$ cat src/rtl/fifo_uart_tx_pkg.sv
// Shared UART definitions: state encoding and byte width, also used by the matching receiver.
// Optional parity stage is enabled by defining FIFO_UART_TX_PARITY_EN.
package fifo_uart_tx_pkg;

    localparam int UART_STATE_W = 3;
    localparam int UART_BYTE_W  = 8;

    typedef enum logic [UART_STATE_W-1:0] {
        ST_IDLE   = 3'd0,
        ST_START  = 3'd1,
        ST_DATA   = 3'd2,
        ST_PARITY = 3'd3,
        ST_STOP   = 3'd4
    } uart_state_e;

    function automatic logic even_parity(input logic [UART_BYTE_W-1:0] b);
        return ^b;
    endfunction

endpackage

$ cat src/rtl/uart_bit_timer.sv
// Bit-period counter: counts 0..DIVISOR-1 while enabled, ticks on the last cycle,
// and restarts from zero on load or when disabled.
module uart_bit_timer #(
    parameter int DIVISOR  = 32,
    parameter int DIV_BITS = $clog2(DIVISOR + 1)
) (
    input  logic clk,
    input  logic reset,
    input  logic en,
    input  logic load,
    output logic tick
);

    logic [DIV_BITS-1:0] cnt_q;
    logic [DIV_BITS-1:0] cnt_d;

    assign tick = en && (cnt_q == DIV_BITS'(DIVISOR - 1));

    always_comb begin
        cnt_d = cnt_q + DIV_BITS'(1);
        if (!en || load || tick) begin
            cnt_d = '0;
        end
    end

    always_ff @(posedge clk) begin
        if (reset) begin
            cnt_q <= '0;
        end else begin
            cnt_q <= cnt_d;
        end
    end

endmodule

$ cat src/rtl/fifo_uart_tx.sv
// FWFT FIFO drain that serialises bytes as UART 8N1 with back-to-back framing.
// Define FIFO_UART_TX_PARITY_EN to insert an even-parity bit between DATA and STOP.
module fifo_uart_tx #(
    parameter int DIVISOR  = 32,
    parameter int DIV_BITS = $clog2(DIVISOR + 1)
) (
    input  logic        clk,
    input  logic        reset,
    input  logic        fifo_data_available,
    input  logic [7:0]  fifo_read_data,
    output logic        fifo_read_strobe,
    output logic        serial_txd,
    output logic        busy,
    output logic [15:0] frames_sent
);

    import fifo_uart_tx_pkg::*;

    uart_state_e            state_q, state_d;
    logic [UART_BYTE_W-1:0] shift_q, shift_d;
    logic [2:0]             bit_idx_q, bit_idx_d;
    logic [15:0]            frames_sent_q, frames_sent_d;
    logic                   txd_q, txd_d;
    logic                   busy_q, busy_d;
    logic                   bit_tick;
`ifdef FIFO_UART_TX_PARITY_EN
    logic                   parity_q, parity_d;
`endif

    uart_bit_timer #(
        .DIVISOR  (DIVISOR),
        .DIV_BITS (DIV_BITS)
    ) u_bit_timer (
        .clk   (clk),
        .reset (reset),
        .en    (state_q != ST_IDLE),
        .load  (fifo_read_strobe),
        .tick  (bit_tick)
    );

    always_comb begin
        fifo_read_strobe = fifo_data_available &&
                           ((state_q == ST_IDLE) || ((state_q == ST_STOP) && bit_tick));

        state_d       = state_q;
        shift_d       = shift_q;
        bit_idx_d     = bit_idx_q;
        frames_sent_d = frames_sent_q;
`ifdef FIFO_UART_TX_PARITY_EN
        parity_d      = parity_q;
`endif

        case (state_q)
            ST_IDLE: ;
            ST_START: if (bit_tick) state_d = ST_DATA;
            ST_DATA: begin
                if (bit_tick) begin
                    shift_d   = shift_q >> 1;
                    bit_idx_d = bit_idx_q + 3'd1;
                    if (bit_idx_q == 3'd7) begin
`ifdef FIFO_UART_TX_PARITY_EN
                        state_d = ST_PARITY;
`else
                        state_d = ST_STOP;
`endif
                    end
                end
            end
`ifdef FIFO_UART_TX_PARITY_EN
            ST_PARITY: if (bit_tick) state_d = ST_STOP;
`endif
            ST_STOP: begin
                if (bit_tick) begin
                    frames_sent_d = frames_sent_q + 16'd1;
                    state_d       = ST_IDLE;
                end
            end
            default: state_d = ST_IDLE;
        endcase

        // A pop overrides the STOP->IDLE exit so frames chain with no idle gap.
        if (fifo_read_strobe) begin
            state_d   = ST_START;
            shift_d   = fifo_read_data;
            bit_idx_d = 3'd0;
`ifdef FIFO_UART_TX_PARITY_EN
            parity_d  = even_parity(fifo_read_data);
`endif
        end

        case (state_d)
            ST_START: txd_d = 1'b0;
            ST_DATA:  txd_d = shift_d[0];
`ifdef FIFO_UART_TX_PARITY_EN
            ST_PARITY: txd_d = parity_d;
`endif
            default:  txd_d = 1'b1;
        endcase
        busy_d = (state_d != ST_IDLE);
    end

    always_ff @(posedge clk) begin
        if (reset) begin
            state_q       <= ST_IDLE;
            shift_q       <= '0;
            bit_idx_q     <= '0;
            frames_sent_q <= '0;
            txd_q         <= 1'b1;
            busy_q        <= 1'b0;
`ifdef FIFO_UART_TX_PARITY_EN
            parity_q      <= 1'b0;
`endif
        end else begin
            state_q       <= state_d;
            shift_q       <= shift_d;
            bit_idx_q     <= bit_idx_d;
            frames_sent_q <= frames_sent_d;
            txd_q         <= txd_d;
            busy_q        <= busy_d;
`ifdef FIFO_UART_TX_PARITY_EN
            parity_q      <= parity_d;
`endif
        end
    end

    assign serial_txd  = txd_q;
    assign busy        = busy_q;
    assign frames_sent = frames_sent_q;

endmodule

$ cat config.mk
export PLATFORM = sky130hd
export DESIGN_NAME = fifo_uart_tx
export DESIGN_NICKNAME = d
export VERILOG_FILES = /design/src/rtl/fifo_uart_tx_pkg.sv /design/src/rtl/uart_bit_timer.sv /design/src/rtl/fifo_uart_tx.sv
export SDC_FILE = /design/constraint.sdc
export NUM_CORES = 1
export LEC_CHECK = 0
export CORE_ASPECT_RATIO = 1.2
export CORE_UTILIZATION = 45
export CTS_CLUSTER_DIAMETER = 60
export CTS_CLUSTER_SIZE = 8
export DETAILED_ROUTE_END_ITERATION = 6
export PLACE_DENSITY = 0.69
export SYNTH_ARGS = -nofsm -noshare
export SYNTH_HDL_FRONTEND = slang
export SYNTH_SLANG_ARGS = --single-unit
$ cat constraint.sdc
create_clock -name clk -period 2.2 [get_ports clk]
set_clock_uncertainty 0.05 [all_clocks]
set_input_delay 0.44 -clock clk [delete_from_list [all_inputs] [get_ports clk]]
set_output_delay 0.44 -clock clk [all_outputs]
set_load 0.01 [all_outputs]
# Yosys cells after proc, flatten, opt, wreduce, memory -nomap -nowiden
# Cells that the tools add are included.
# classes
n_eq_ne,7
add_sub_neg,3
muxes,10
n_reduce_logical,17
# op_table
op,count
$mux W8,3
$add A16 B1 Y16 const B,1
$mux W3,5
$pmux W3 S4,1
$add A6 B1 Y6 const B,1
$eq A3 B1 Y1 const B,2
$eq A3 B2 Y1 const B,2
$eq A3 B3 Y1 const B,2
$eq A6 B5 Y1 const B,1
$reduce_and A2 Y1,3
$reduce_bool A3 Y1,2
$reduce_bool A2 Y1,2
$reduce_or A2 Y1,2
$add A3 B1 Y3 const B,1
$logic_and A1 B1 Y1,3
$logic_not A3 Y1,1
$logic_or A1 B1 Y1,3
$pmux W1 S2,1
$logic_not A1 Y1,1
# totals
reg_bits,38
in_bits,11
out_inout_bits,19

# Depth between registers and ports, before layout
# depth
depth_word,8
ltp_mapped,7
mapped_depth_nobuf,6

# Modules after synthesis
# A second synthesis with hierarchy kept.
# unflattened
hier_cells,193
area_unflattened_um2,1756.7
# by_module_without_submodules
mod,cells_each,area_per_inst_um2,n_inst
fifo_uart_tx,167,1506.4,1
uart_bit_timer,26,250.2,1

# Least setup slack after synthesis
# No wires, ideal clock.
# synth_timing
path_type,reg-to-reg
startpoint,register u_bit_timer.cnt_q[0]
endpoint,register frames_sent_q[15] (netlist: frames_sent[15])
t_arrival_ns,1.696
path_slack_ns,0.331
setup_ns,0.123
n_path_buf,2
stages_incl_launch_ff,8
cell_sequence,dfxtp_1 -> ha_1 -> and3_1 -> buf_2 -> nand3_2 -> buf_6 -> nor4_1 -> mux2_1
# synth_between
elab_chain_len,3
# synth_lines
item,line,text
"start, declared",uart_bit_timer.sv:14,logic [DIV_BITS-1:0] cnt_q;
"start signal, assigned",uart_bit_timer.sv:30,cnt_q <= cnt_d;
$eq A6 B5 Y1,uart_bit_timer.sv:17,assign tick = en && (cnt_q == DIV_BITS'(DIVISOR - 1));
$logic_and A1 B1 Y1,uart_bit_timer.sv:17,
$reduce_and A2 Y1 (no line),n/a,
"end signal, assigned",fifo_uart_tx.sv:117,frames_sent_q <= frames_sent_d;
"end, declared",fifo_uart_tx.sv:22,"logic [15:0] frames_sent_q, frames_sent_d;"
# Every way passes these cells.
# A chain may end at the register's enable or synchronous reset.

# Final worst setup path
# layout_timing
startpoint,register u_bit_timer.cnt_q[0]
endpoint,output port fifo_read_strobe
# layout_between
elab_chain_len,5
# layout_lines
item,line,text
$eq A6 B5 Y1,uart_bit_timer.sv:17,
$logic_and A1 B1 Y1,uart_bit_timer.sv:17,
$logic_and A1 B1 Y1,fifo_uart_tx.sv:43,((state_q == ST_IDLE) || ((state_q == ST_STOP) && bit_tick));
$logic_or A1 B1 Y1,fifo_uart_tx.sv:43,
$logic_and A1 B1 Y1,fifo_uart_tx.sv:42,fifo_read_strobe = fifo_data_available &&
"end, declared",fifo_uart_tx.sv:11,"output logic fifo_read_strobe,"
# Every way passes these cells.

==> qor.yml <==
status: "completed"
syn_nets: 215
synth_cell_types: 49
cts_root_buf: "clkbuf_8"
drc: 0
min_from: "u_bit_timer.cnt_q[0]"
min_period_over_period: 0.954
hold_ws_ns: 0.412
synth-main-ff-cell: "dfxtp_1"
synth_seq_area_share: 0.419
cts.sinks: 38
met3_usage: 0.0397
cp_num_buf_inv: 2
grt_max_degree: 22
netlist_area_um2: 1810
use_met2: 0.359
dieWidth_um: 60.0
clkTransAtPathRegs_ns: 0.07
relSlewSlack: 0.719
rows: 24
setup_viol: 0
pwr-share-comb: 0.071
async_flop_share: 0
grt_pass1_wl_mm: 7.00
die_h_um: 71.6
viasPerCell: 5.76
postPlaceCellArea_um2: 2240
fill_cells: 322
end_kind: "output pin"
critPathMaxStageDelay_ns: 0.36
die-area_um2: 4290
initial_core_util: 0.483
maxCapViolCount: 0
synth-edff-count: 0
routed_wirelength_mm: 4.11
critPathKind: "flop to output pin"
p_switching_uw: 309
hold_path.class: "flop to flop"
leakage_nw: 0.819
grt_usage: 0.217
stdcell_area_um2: 2370
finalHoldViolations: 0
synth-seq-cells: 38
cp_top_family: "flip-flops"
fin_nets: 258
cp_cell_sequence: "ha_2 > nand3_1 > o21ai_2 > nand2_1 > inv_2 > dlygate4sd2_1"
dp_hpwl_mm: 2.96
r2r_start: "u_bit_timer.cnt_q[0]"
drive_gt1_frac: 0.143
htreeDepth: 2
routedWlPerCell_um: 13.9
core_um2: 3750
period_needed_ns: 2.10
pwr-share-seq: 0.510
worstMarginPinSlew_ns: 0.418
area_growth_pct: 30.4
avgSynthCellArea_um2: 9.07
num_vias: 1705
clkPwrFrac: 0.418
num_antenna_cells: 0
yosys_warnings: 0
cts_tree: "built"
holdPathStages: 1
power.density_nw_per_um2: 592
rrSetupSlack_ns: 0.25
ios: 30
slowest_stage: "dfxtp_1"
first_pass_iters: 4
p_int_mw: 1.09
first_iter_violations: 105
overflow: 0
switching_share: 0.221
rsz0062_at_grt: "false"
gp_congestion: 0.818
grt_pass1_vias: 1567
ant_nets: 0
hold_end: "u_bit_timer.cnt_q[0]"
r2r_cells: 6
required_ns: 1.71
critPathArrivalTime_ns: 1.61
clock_tree.buffer_depth: 2
r2r-end: "frames_sent[12]"
vdd_drop_max_mv: 0.397
crit_fanout: 3
cts_buffers: 5
antenna_found_initial: 0
netlist_instances: 200
io_buffers: 29
clkLatencyLatePin_ns: 0.29
fin_tns_setup_ns: 0
busiest_layer: "met2"
use_met1: 0.262
max_freq_ghz: 0.476
startpoint_type: "flop"
drv_slew: 0
## sequential cells by signal, indices dropped and copies added (netlist names)
name and cells:
serial_txd 1, frames_sent 16, u_bit_timer.cnt_q 6, shift_q 8, busy 1, state_q 3, bit_idx_q 3
## power groups by stage
stage	combinational (mW)	clock (mW)	sequential, mW
3_5_place_dp	0.101	0	0.731
3_3_place_gp	0.0966	0	0.731
2_1_floorplan	0.0494	0	0.729
5_1_grt	0.109	0.631	0.718
4_1_cts	0.100	0.597	0.715
6_report	0.0998	0.586	0.715
## stage by stage
stage / utilization / total power, mW / std cells / setup slack (ns)
6_report: 0.630 / 1.40 / 296 / 0.100
5_1_grt: 0.630 / 1.46 / 296 / 0.0218
4_1_cts: 0.630 / 1.41 / 296 / 0.0966
3_5_place_dp: 0.597 / 0.831 / 287 / -0.183
3_3_place_gp: 0.597 / 0.827 / 287 / -0.170
2_1_floorplan: - / 0.778 / 200 / 0.331
## area by class of cell
cell class | instances | area, um^2 | share of cell area
inverters | 6 | 22.5 | 0.00952
flip-flops and latches | 38 | 761 | 0.322
clock inverters | 3 | 40.0 | 0.0169
repair buffers | 47 | 424 | 0.179
clock buffers | 5 | 68.8 | 0.0291
multi-input cells | 145 | 985 | 0.416
well taps | 52 | 65.1 | 0.0275
## logic make-up (layout without fill, tap and decap cells)
group                    after synthesis  count (layout)  synth area share
buffers and inverters                 17              61            0.0441
XOR/XNOR                               9               9            0.0434
AND/OR/NAND/NOR                       81              81             0.255
multiplexers                           9               9            0.0503
flip-flops                            38              38             0.419
adder cells (fa/ha/maj)                4               4            0.0276
AO/OA/AOI/OAI                         42              42             0.160
## repair_timing
item                                   4_1_cts  5_1_grt
gates resized for setup                      4        0
hold buffers                                 0        0
buffers inserted                             1        0
endpoints found under the hold margin        0        0
pin swaps                                    1        1
setup endpoints to repair                    1        1
## synthesized netlist by cell type, types with 4 or more instances
cell type | n | area [um^2]
a21oi_1 | 11 | 55.1
dfxtp_1 | 38 | 761
ha_1 | 4 | 50.1
or4_1 | 7 | 52.6
inv_1 | 5 | 18.8
and3_1 | 4 | 25.0
nor2_1 | 16 | 60.1
nand4_1 | 5 | 31.3
o31ai_1 | 10 | 75.1
nand2_1 | 8 | 30.0
clkbuf_1 | 4 | 15.0
a211oi_1 | 7 | 52.6
mux2i_1 | 8 | 80.1
nor3_1 | 11 | 55.1
buf_2 | 4 | 20.0
xnor2_1 | 4 | 35.0
xor2_1 | 5 | 43.8
nand3_1 | 12 | 60.1
## placed cells by master (no fill, tap or decap), types with 2 or more instances in the layout
master / netlist / final
ha_1: 4 / 3
a211o_1: 2 / 2
or4_1: 7 / 7
buf_4: 1 / 18
o21ai_0: 2 / 2
inv_1: 5 / 5
nand3_1: 12 / 12
nor2b_1: 2 / 2
dfxtp_1: 38 / 38
mux2i_1: 8 / 8
nor2_1: 16 / 16
nand4_1: 5 / 5
a211oi_1: 7 / 7
clkdlybuf4s50_1: 0 / 28
xnor2_1: 4 / 4
and3_1: 4 / 4
nand2_1: 8 / 8
o31ai_1: 10 / 10
nand2b_1: 2 / 2
clkbuf_8: 0 / 5
nor4_1: 2 / 2
a21oi_1: 11 / 11
clkinv_2: 0 / 2
xor2_1: 5 / 5
nor3_1: 11 / 11
or3_1: 2 / 2
## worst max-delay path by stage
stage	from	to	slack, ns	cells past startpoint
floorplan	u_bit_timer.cnt_q[0]	frames_sent[15]	0.33	7
global placement	fifo_data_available	fifo_read_strobe	-0.17	5
detailed placement	fifo_data_available	fifo_read_strobe	-0.18	5
CTS	u_bit_timer.cnt_q[0]	fifo_read_strobe	0.1	6
global route	u_bit_timer.cnt_q[0]	fifo_read_strobe	0.02	6
finish	u_bit_timer.cnt_q[0]	fifo_read_strobe	0.10	6
## routing by layer
metal  wire, um  vias up
met5          0        -
met4         84        0
met3        210        9
met2       2120       59
met1       1700      810
li1           -      827
(Power assumes the default switching activity.)
